**config.mk**
```make
export PLATFORM = sky130hd
export DESIGN_NAME = timestamp_unit
export DESIGN_NICKNAME = d
export VERILOG_FILES = /design/src/rtl/timestamp_unit.sv
export SDC_FILE = /design/constraint.sdc
export NUM_CORES = 1
export LEC_CHECK = 0
export ABC_AREA = 1
export BUFFER_PORTS_ARGS = -buffer_cell sky130_fd_sc_hd__buf_2
export CAP_MARGIN = 0
export CORE_UTILIZATION = 48
export DETAILED_ROUTE_END_ITERATION = 6
export PLACE_DENSITY = 0.67
export SYNTH_ARGS = -nofsm -noshare
export SYNTH_HDL_FRONTEND = slang
export SYNTH_SLANG_ARGS = --single-unit
```
**constraint.sdc**
```tcl
create_clock -name clk -period 5.8 [get_ports clk]
set_input_delay 0.87 -clock clk [delete_from_list [all_inputs] [get_ports clk]]
set_output_delay 0.87 -clock clk [all_outputs]
set_load 0.01 [all_outputs]
```
**src/rtl/timestamp_unit.sv**
```systemverilog
// timestamp_unit: cycle-counter profiler that queues command timestamps onto a 64-bit stream
module timestamp_unit #(
  parameter int DEPTH = 8
) (
  input  logic        clk,
  input  logic        rst,
  input  logic        start,
  input  logic [3:0]  command,
  output logic        done,
  output logic [63:0] tsTDATA,
  output logic        tsTVALID,
  input  logic        tsTREADY,
  output logic        tsTLAST,
  output logic [15:0] dropped
);
  localparam int AW = $clog2(DEPTH);
  localparam logic [AW:0] LIMIT = (AW+1)'(DEPTH - 1);
  typedef enum logic [1:0] {IDLE, RUN, DRAIN} state_t;
  state_t state_q, state_d;
  logic [63:0] cnt_q, cnt_d;
  logic [15:0] drop_q, drop_d;
  logic [AW-1:0] rd_q, wr_q;
  logic [AW:0] count_q;
  logic [64:0] mem_q [DEPTH];
  logic [64:0] head;
  logic push, push_last, pop, clear;
  assign head = mem_q[rd_q];
  assign tsTVALID = count_q != '0;
  assign pop = tsTVALID && tsTREADY;
  assign tsTDATA = tsTVALID ? head[63:0] : '0;
  assign tsTLAST = tsTVALID && head[64];
  assign done = state_q == IDLE;
  assign dropped = drop_q;
  // Sequencing: the finish entry always fits because ordinary saves stop one slot short
  always_comb begin
    state_d = state_q;
    cnt_d = cnt_q;
    drop_d = drop_q;
    push = 1'b0;
    push_last = 1'b0;
    clear = 1'b0;
    case (state_q)
      IDLE: if (start) begin
        state_d = RUN;
        cnt_d = '0;
        drop_d = '0;
        clear = 1'b1;
      end
      RUN: begin
        cnt_d = cnt_q + 64'd1;
        if (command == 4'h1) begin
          push = count_q < LIMIT;
          drop_d = count_q < LIMIT ? drop_q : drop_q + 16'(drop_q != 16'hFFFF);
        end else if (command == 4'h2) begin
          push = 1'b1;
          push_last = 1'b1;
          state_d = DRAIN;
        end
      end
      DRAIN: state_d = pop && head[64] ? IDLE : DRAIN;
      default: state_d = IDLE;
    endcase
  end
  // Control state, cycle counter and drop counter
  always_ff @(posedge clk or posedge rst) begin
    if (rst) begin
      state_q <= IDLE;
      cnt_q <= '0;
      drop_q <= '0;
    end else begin
      state_q <= state_d;
      cnt_q <= cnt_d;
      drop_q <= drop_d;
    end
  end
  // FIFO pointers and occupancy; a start flushes anything left over
  always_ff @(posedge clk or posedge rst) begin
    if (rst) begin
      rd_q <= '0;
      wr_q <= '0;
      count_q <= '0;
    end else if (clear) begin
      rd_q <= '0;
      wr_q <= '0;
      count_q <= '0;
    end else begin
      if (push) wr_q <= wr_q + AW'(1);
      if (pop) rd_q <= rd_q + AW'(1);
      count_q <= count_q + (AW+1)'(push) - (AW+1)'(pop);
    end
  end
  // FIFO storage; contents are only observed while occupancy is non-zero
  always_ff @(posedge clk) begin
    if (push) mem_q[wr_q] <= {push_last, cnt_q};
  end
endmodule

```
==> results of run 1 <==
[final timing paths]
check,from,to,slack (ps),cells past startpoint
min in group clk,start,state_q[1]$_DFFE_PP0P_,580,3
setup / recovery,rd_q[0]$_DFFE_PP0P_,tsTDATA[51],1150,9
setup reg to reg,count_q[2]$_DFF_PP0_,mem_q[2][34]$_DFFE_PP_,2770,10
max in group asynchronous,rst,rd_q[1]$_DFFE_PP0P_,4330,3
hold / removal,rst,dropped[1]$_DFFE_PP0P_,380,2
hold reg to reg,state_q[0]$_DFFE_PP0P_,state_q[1]$_DFFE_PP0P_,580,3
[report_power, final]
group          switching, µW  internal, µW
Sequential               343          5020
Clock                   1600          2240
Combinational           2510          1190
Total                   4460          8440
[cell families after synthesis]
group / count (synthesis) / share of synthesized area, %
AND/OR/NAND/NOR: 1083 / 16.5
flip-flops: 612 / 67.7
AO/OA/AOI/OAI: 542 / 10.8
buffers and inverters: 266 / 4.29
adder cells (fa/ha/maj): 12 / 0.596
XOR/XNOR: 4 / 0.132
multiplexers: 1 / 0.0425
[final cells by class]
cell class | instances | area [µm²] | share of cell area [%]
sequential | 612 | 17900 | 60.8
multi-input combinational | 1642 | 7470 | 25.4
clock inverter | 36 | 342 | 1.16
tap | 696 | 871 | 2.96
clock buffer | 73 | 1620 | 5.49
inverter | 143 | 548 | 1.86
timing repair buffer | 122 | 691 | 2.34
[layout by cell type (no fill, tap or decap), types with 12 or more instances in the layout]
cell / Yosys / routed
a31oi_1: 67 / 67
buf_2: 16 / 90
buf_4: 26 / 32
clkbuf_16: 0 / 59
clkinv_2: 0 / 18
dfrtp_1: 92 / 90
edfxtp_1: 520 / 520
inv_1: 139 / 137
nand2_1: 302 / 301
nand3_1: 79 / 79
nand4_1: 32 / 32
nor2_1: 630 / 627
nor3_1: 18 / 12
o21ai_0: 414 / 414
o21ai_1: 30 / 30
[state kept, by name (all words and copies together), names as in the netlist]
name / flops
rd_q: 3
count_q: 4
dropped: 16
state_q: 2
wr_q: 3
mem_q: 520
cnt_q: 64
[stage by stage]
step	instances	setup slack [ps]	total power, µW
after CTS	3324	1100	13000
after global routing	3324	858	13600
after global placement	3215	1800	9090
after detailed placement	3215	1780	9170
final	3324	1150	12900
after floorplan	2520	-745	7870
[routing by layer]
layer	vias to the layer above	global-route usage (%)	part of all wire, %
met2	517	37.5	49
met4	0	6.43	2.0
li1	8828	-	-
met5	-	0	0
met1	8956	30.2	44
met3	94	3.36	5.4
==> impl_metrics.sql, run 1 <==
INSERT INTO impl_metrics (metric_group, metric, value, unit) VALUES
('synth', 'synth.top_cells.by_area', 'edfxtp_1 (59%), nor2_1 (8.9%), dfrtp_1 (8.7%)', ''),
('grt', 'largest_net_degree_at_the_start_of_global_routing', '132', ''),
('route', 'dr.pass1.iters', '5', ''),
('floorplan', 'initial_core_util', '48.9', '%'),
('grt', 'antenna_violations_before_repair', '0', ''),
('finish', 'post_route_cells_drive_above_1_share', '9.78', '%'),
('sta', 'worstMarginPinSlew', '1180', 'ps'),
('route', 'route.detailed.drc', '0', ''),
('floorplan', 'chipWidth', '237', 'µm'),
('sta', 'rsz0062_at_grt', 'no', ''),
('grt', 'first_global_vias', '17900', ''),
('placement', 'detailed_place_hpwl', '36300', 'µm'),
('floorplan', 'fp.coreArea', '54100', 'µm²'),
('clock_tree', 'worst_skew_pair.late_latency', '610', 'ps'),
('power_and_ir_drop', 'power.density_cell_area', '438', 'nW/µm²'),
('sta', 'final-max-slew-violation-count', '0', ''),
('clock_tree', 'clk_pin_slew_worst_paths', '60', 'ps'),
('synth', 'flops_latches_synth', '612', ''),
('grt', 'grt.overflow.total', '0', ''),
('route', 'final_antenna_net_count', '0', ''),
('route', 'vias_per_cell', '5.53', ''),
('sta', 'worst_case_clock_skew', '19.9', 'ps'),
('finish', 'fin_nets', '2599', ''),
('placement', 'gp_congestion', '0.927', ''),
('sta', 'whs', '382', 'ps'),
('synth', 'synth_edf_count', '520', ''),
('clock_tree', 'cts_tree', 'done', ''),
('synth', 'synth_cell_types', '39', ''),
('sta', 'final-hold-violation-count', '0', ''),
('finish', 'layout.filler_cells', '4550', ''),
('worst_setup_path', 'classification_of_the_worst_setup_path', 'register to output pin', ''),
('synth', 'share_of_yosys_cell_area_claimed_by_the_top_area_cell_type', '59.0', '%'),
('worst_setup_path', 'critPathSlowestCell', 'dfrtp_4', ''),
('placement', 'portBuffers', '90', ''),
('synth', 'synth-async-reset-ratio', '15.0', '%'),
('synth', 'net_count_of_the_mapped_netlist', '2540', ''),
('grt', 'grt.total_usage', '22.3', '%'),
('run', 'max_cap_viol_count', '0', ''),
('floorplan', 'floorplan.die_area', '56100', 'µm²'),
('placement', 'post_dp_area', '27500', 'µm²'),
('clock_tree', 'cts_hold_buffers', '0', ''),
('sta', 'final.period_utilization', '80.2', '%'),
('run_status', 'run_status', 'complete, no violations', ''),
('sta', 'worst_slew_margin_rel', '21.4', '%'),
('clock_tree', 'clock-sinks', '612', ''),
('sta', 'totalNegativeSetupSlack', '0', 'ps'),
('synth', 'post_synth_inst_count', '2520', ''),
('worst_setup_path', 'cp_cell_sequence', 'buf_4 -> buf_4 -> nor2_1 -> nor2_1 -> o21ai_0 -> o21ai_0 -> o21ai_0 -> a31oi_1 -> buf_2', ''),
('clock_tree', 'h-tree-depth', '2', ''),
('finish', 'finalInstanceArea', '29500', 'µm²'),
('clock_tree', 'clockRootBuffer', 'clkbuf_16', ''),
('synth', 'ys.flop_type', 'edfxtp_1', ''),
('finish', 'final_core_area_utilization', '54.4', '%'),
('synth', 'yosys.area.top_type', 'edfxtp_1', ''),
('clock_tree', 'clockBufferDepth', '3', ''),
('clock_tree', 'numCtsBuffers', '58', ''),
('worst_setup_path', 'worstPathRequired', '4930', 'ps'),
('finish', 'area_delta_synth_final', '11.3', '%'),
('sta', 'fmax', '215', 'MHz'),
('floorplan', 'i_o_pin_total', '91', ''),
('clock_tree', 'ctsResizeCount', '0', ''),
('power_and_ir_drop', 'ir_drop', '300', 'µV'),
('synth', 'synth_area', '26500', 'µm²'),
('worst_setup_path', 'startpoint_type', 'register', ''),
('worst_setup_path', 'end_kind', 'output pin', ''),
('worst_setup_path', 'crit_family', 'buffers and inverters', ''),
('floorplan', 'core.rowCount', '85', ''),
('clock_tree', 'post_cts_buffers', '0', ''),
('route', 'drt_first_iter_violations', '1830', ''),
('route', 'num_vias', '18400', ''),
('worst_setup_path', 'cpMostUsedCell', 'o21ai_0', '');
No activity file was read; power rests on OpenSTA's default activity.
==> run 2: changes to the inputs <==
- clock period: 5.8 -> 3.77 ns (I/O delays scaled with it)
==> run 2 against run 1 <==
Against the previous run:
- non-clock buffer count unchanged
- die area unchanged
- largest cell class unchanged
- final cell count up 0.15%
==> impl_metrics.sql, run 2 (synthesized netlist as in run 1, its figures left out) <==
INSERT INTO impl_metrics (metric_group, metric, value, unit) VALUES
('run_status', 'run_status', 'complete, no violations', ''),
('floorplan', 'initial_core_util', '48.9', '%'),
('finish', 'final_cell_mix', 'nor2_1 (627), edfxtp_1 (520), o21ai_0 (414)', ''),
('power_and_ir_drop', 'power.leakage', '0.0107', 'µW'),
('route', 'wl_met2', '30400', 'µm'),
('finish', 'area_delta_synth_final', '12.5', '%'),
('placement', 'place_worst_setup_slack', '1050', 'ps'),
('sta', 'final-max-slew-violation-count', '0', ''),
('grt', 'grt.overflow.total', '0', ''),
('worst_setup_path', 'cp_data_arrival_time', '2710', 'ps'),
('floorplan', 'fp.coreArea', '54100', 'µm²'),
('worst_setup_path', 'critical_path_maximum_fanout', '68', ''),
('floorplan', 'die_height', '237', 'µm'),
('clock_tree', 'worst_skew_pair.late_latency', '620', 'ps'),
('finish', 'final_cells', '3329', ''),
('sta', 'fmax', '305', 'MHz'),
('worst_setup_path', 'worstPathRequired', '3200', 'ps'),
('finish', 'insertedDiodeCount', '0', ''),
('route', 'met3_wirelength', '3550', 'µm'),
('route', 'vias_per_cell', '5.53', ''),
('sta', 'final-hold-violation-count', '0', ''),
('route', 'finalWirelength', '62400', 'µm'),
('sta', 'period_needed', '3280', 'ps'),
('finish', 'largest_reg_by_ff_count', 'mem_q', ''),
('clock_tree', 'numCtsBuffers', '60', ''),
('grt', 'grt_pass1_wl', '97700', 'µm'),
('route', 'drt_first_iter_violations', '1540', ''),
('route', 'maxUsedRoutingLayer', 'met4', ''),
('route', 'route.detailed.drc', '0', ''),
('floorplan', 'floorplan.die_area', '56100', 'µm²'),
('worst_setup_path', 'timing.reg2reg.worst_path_depth', '11', ''),
('finish', 'layout.cells.most_common', 'nor2_1', ''),
('floorplan', 'i_o_pin_total', '91', ''),
('clock_tree', 'post_cts_buffers', '0', ''),
('placement', 'post-place-cells', '3215', ''),
('clock_tree', 'clk_pin_slew_worst_paths', '70', 'ps'),
('route', 'detail_route.wl_per_cell', '18.7', 'µm'),
('worst_setup_path', 'startpoint_type', 'register', ''),
('placement', 'gp_congestion', '0.940', ''),
('route', 'num_vias', '18400', ''),
('sta', 'worst_slew_margin_rel', '47.7', '%'),
('power_and_ir_drop', 'ir_drop', '610', 'µV'),
('worst_setup_path', 'classification_of_the_worst_setup_path', 'register to output pin', ''),
('route', 'wirelength_met1', '27200', 'µm'),
('placement', 'detailed_place_hpwl', '35600', 'µm'),
('hold_path', 'hold_path.class', 'primary input to asynchronous set/reset pin', ''),
('grt', 'largest_net_degree_at_the_start_of_global_routing', '147', ''),
('clock_tree', 'cts_tree', 'done', ''),
('grt', 'antenna_violations_before_repair', '0', ''),
('sta', 'worst_case_clock_skew', '15.3', 'ps'),
('power_and_ir_drop', 'power.density_cell_area', '679', 'nW/µm²'),
('grt', 'first_global_vias', '17700', ''),
('clock_tree', 'clock-sinks', '612', ''),
('sta', 'final.period_utilization', '86.9', '%'),
('floorplan', 'core.rowCount', '85', ''),
('clock_tree', 'cts_hold_buffers', '0', ''),
('finish', 'fin_nets', '2601', ''),
('sta', 'whs', '87.5', 'ps'),
('route', 'final_antenna_net_count', '0', ''),
('sta', 'rsz0062_at_grt', 'no', ''),
('run', 'max_cap_viol_count', '0', ''),
('sta', 'worstMarginPinSlew', '784', 'ps'),
('clock_tree', 'clockRootBuffer', 'clkbuf_16', ''),
('worst_setup_path', 'end_kind', 'output pin', ''),
('finish', 'largest_reg_flops', '520', ''),
('grt', 'grt.total_usage', '22.3', '%'),
('clock_tree', 'clockBufferDepth', '3', ''),
('placement', 'portBuffers', '90', ''),
('finish', 'post_route_cells_drive_above_1_share', '9.42', '%'),
('sta', 'finalSetupViolations', '0', ''),
('sta', 'fin_ws', '492', 'ps'),
('clock_tree', 'h-tree-depth', '2', ''),
('route', 'dr.pass1.iters', '6', ''),
('clock_tree', 'ctsResizeCount', '0', ''),
('floorplan', 'chipWidth', '237', 'µm');
==> run 2: changes by cell type in the layout (fill, tap and decap cells not counted), moves of 2 or more <==
cell       change
bufinv_16      +2
buf_12        +19
buf_4         -19
clkinv_2       -8
clkinv_1       -2
nor3_2         -6
clkbuf_16      +2
nor3_4         +6
clkbuf_1      +16
clkbuf_8       -6
==> run 2: cell type report <==
cell class                      instances  area (µm²)
Fill cell                            4500       24300
Sequential cell                       612       17900
Multi-Input combinational cell       1642        7510
Clock buffer                           85        1650
Timing Repair Buffer                  122         928
Tap cell                              696         871
Inverter                              143         547
Clock inverter                         29         360
==> run 2: metrics by stage <==
step / instance area (µm²) / total power, µW / setup TNS, ps / utilization, %
CTS: 29800 / 20400 / 0 / 55.0
floorplan: 26500 / 12100 / -100030 / -
detailed placement: 27800 / 14300 / 0 / 51.3
global route: 29800 / 21300 / 0 / 55.0
finish: 29800 / 20200 / 0 / 55.0
global placement: 27800 / 14200 / 0 / 51.3
==> run 2: path summary, 6_finish.rpt <==
path	slack [ps]	startpoint	endpoint
max	490	rd_q[0]$_DFFE_PP0P_	tsTDATA[60]
min	90	rst	dropped[9]$_DFFE_PP0P_
max reg2reg	1150	count_q[2]$_DFF_PP0_	count_q[2]$_DFF_PP0_
min reg2reg	560	state_q[0]$_DFFE_PP0P_	state_q[1]$_DFFE_PP0P_
max in group asynchronous	2870	rst	cnt_q[40]$_DFFE_PP0P_
min in group clk	290	start	state_q[1]$_DFFE_PP0P_
==> run 2: routing by layer <==
| metal | vias up | track usage, % |
|---|---|---|
| met5 | - | 0 |
| met3 | 94 | 3.07 |
| li1 | 8866 | - |
| met4 | 0 | 5.80 |
| met1 | 8909 | 30.8 |
| met2 | 536 | 37.1 |
==> run 2: power by group <==
part	switching, µW	internal, µW	total [µW]	leakage [µW]
registers	395	7720	8110	0.00597
clock network	2470	3590	6070	0.000980
logic	4100	1950	6050	0.00373
==> run 2: worst max-delay path, stage by stage (launching register included) <==
cell and delay [ps]:
dfrtp_4 530, inv_6 370, buf_12 320, nor2_1 70, o21ai_0 150, o21ai_0 130, a31oi_1 310, buf_2 200
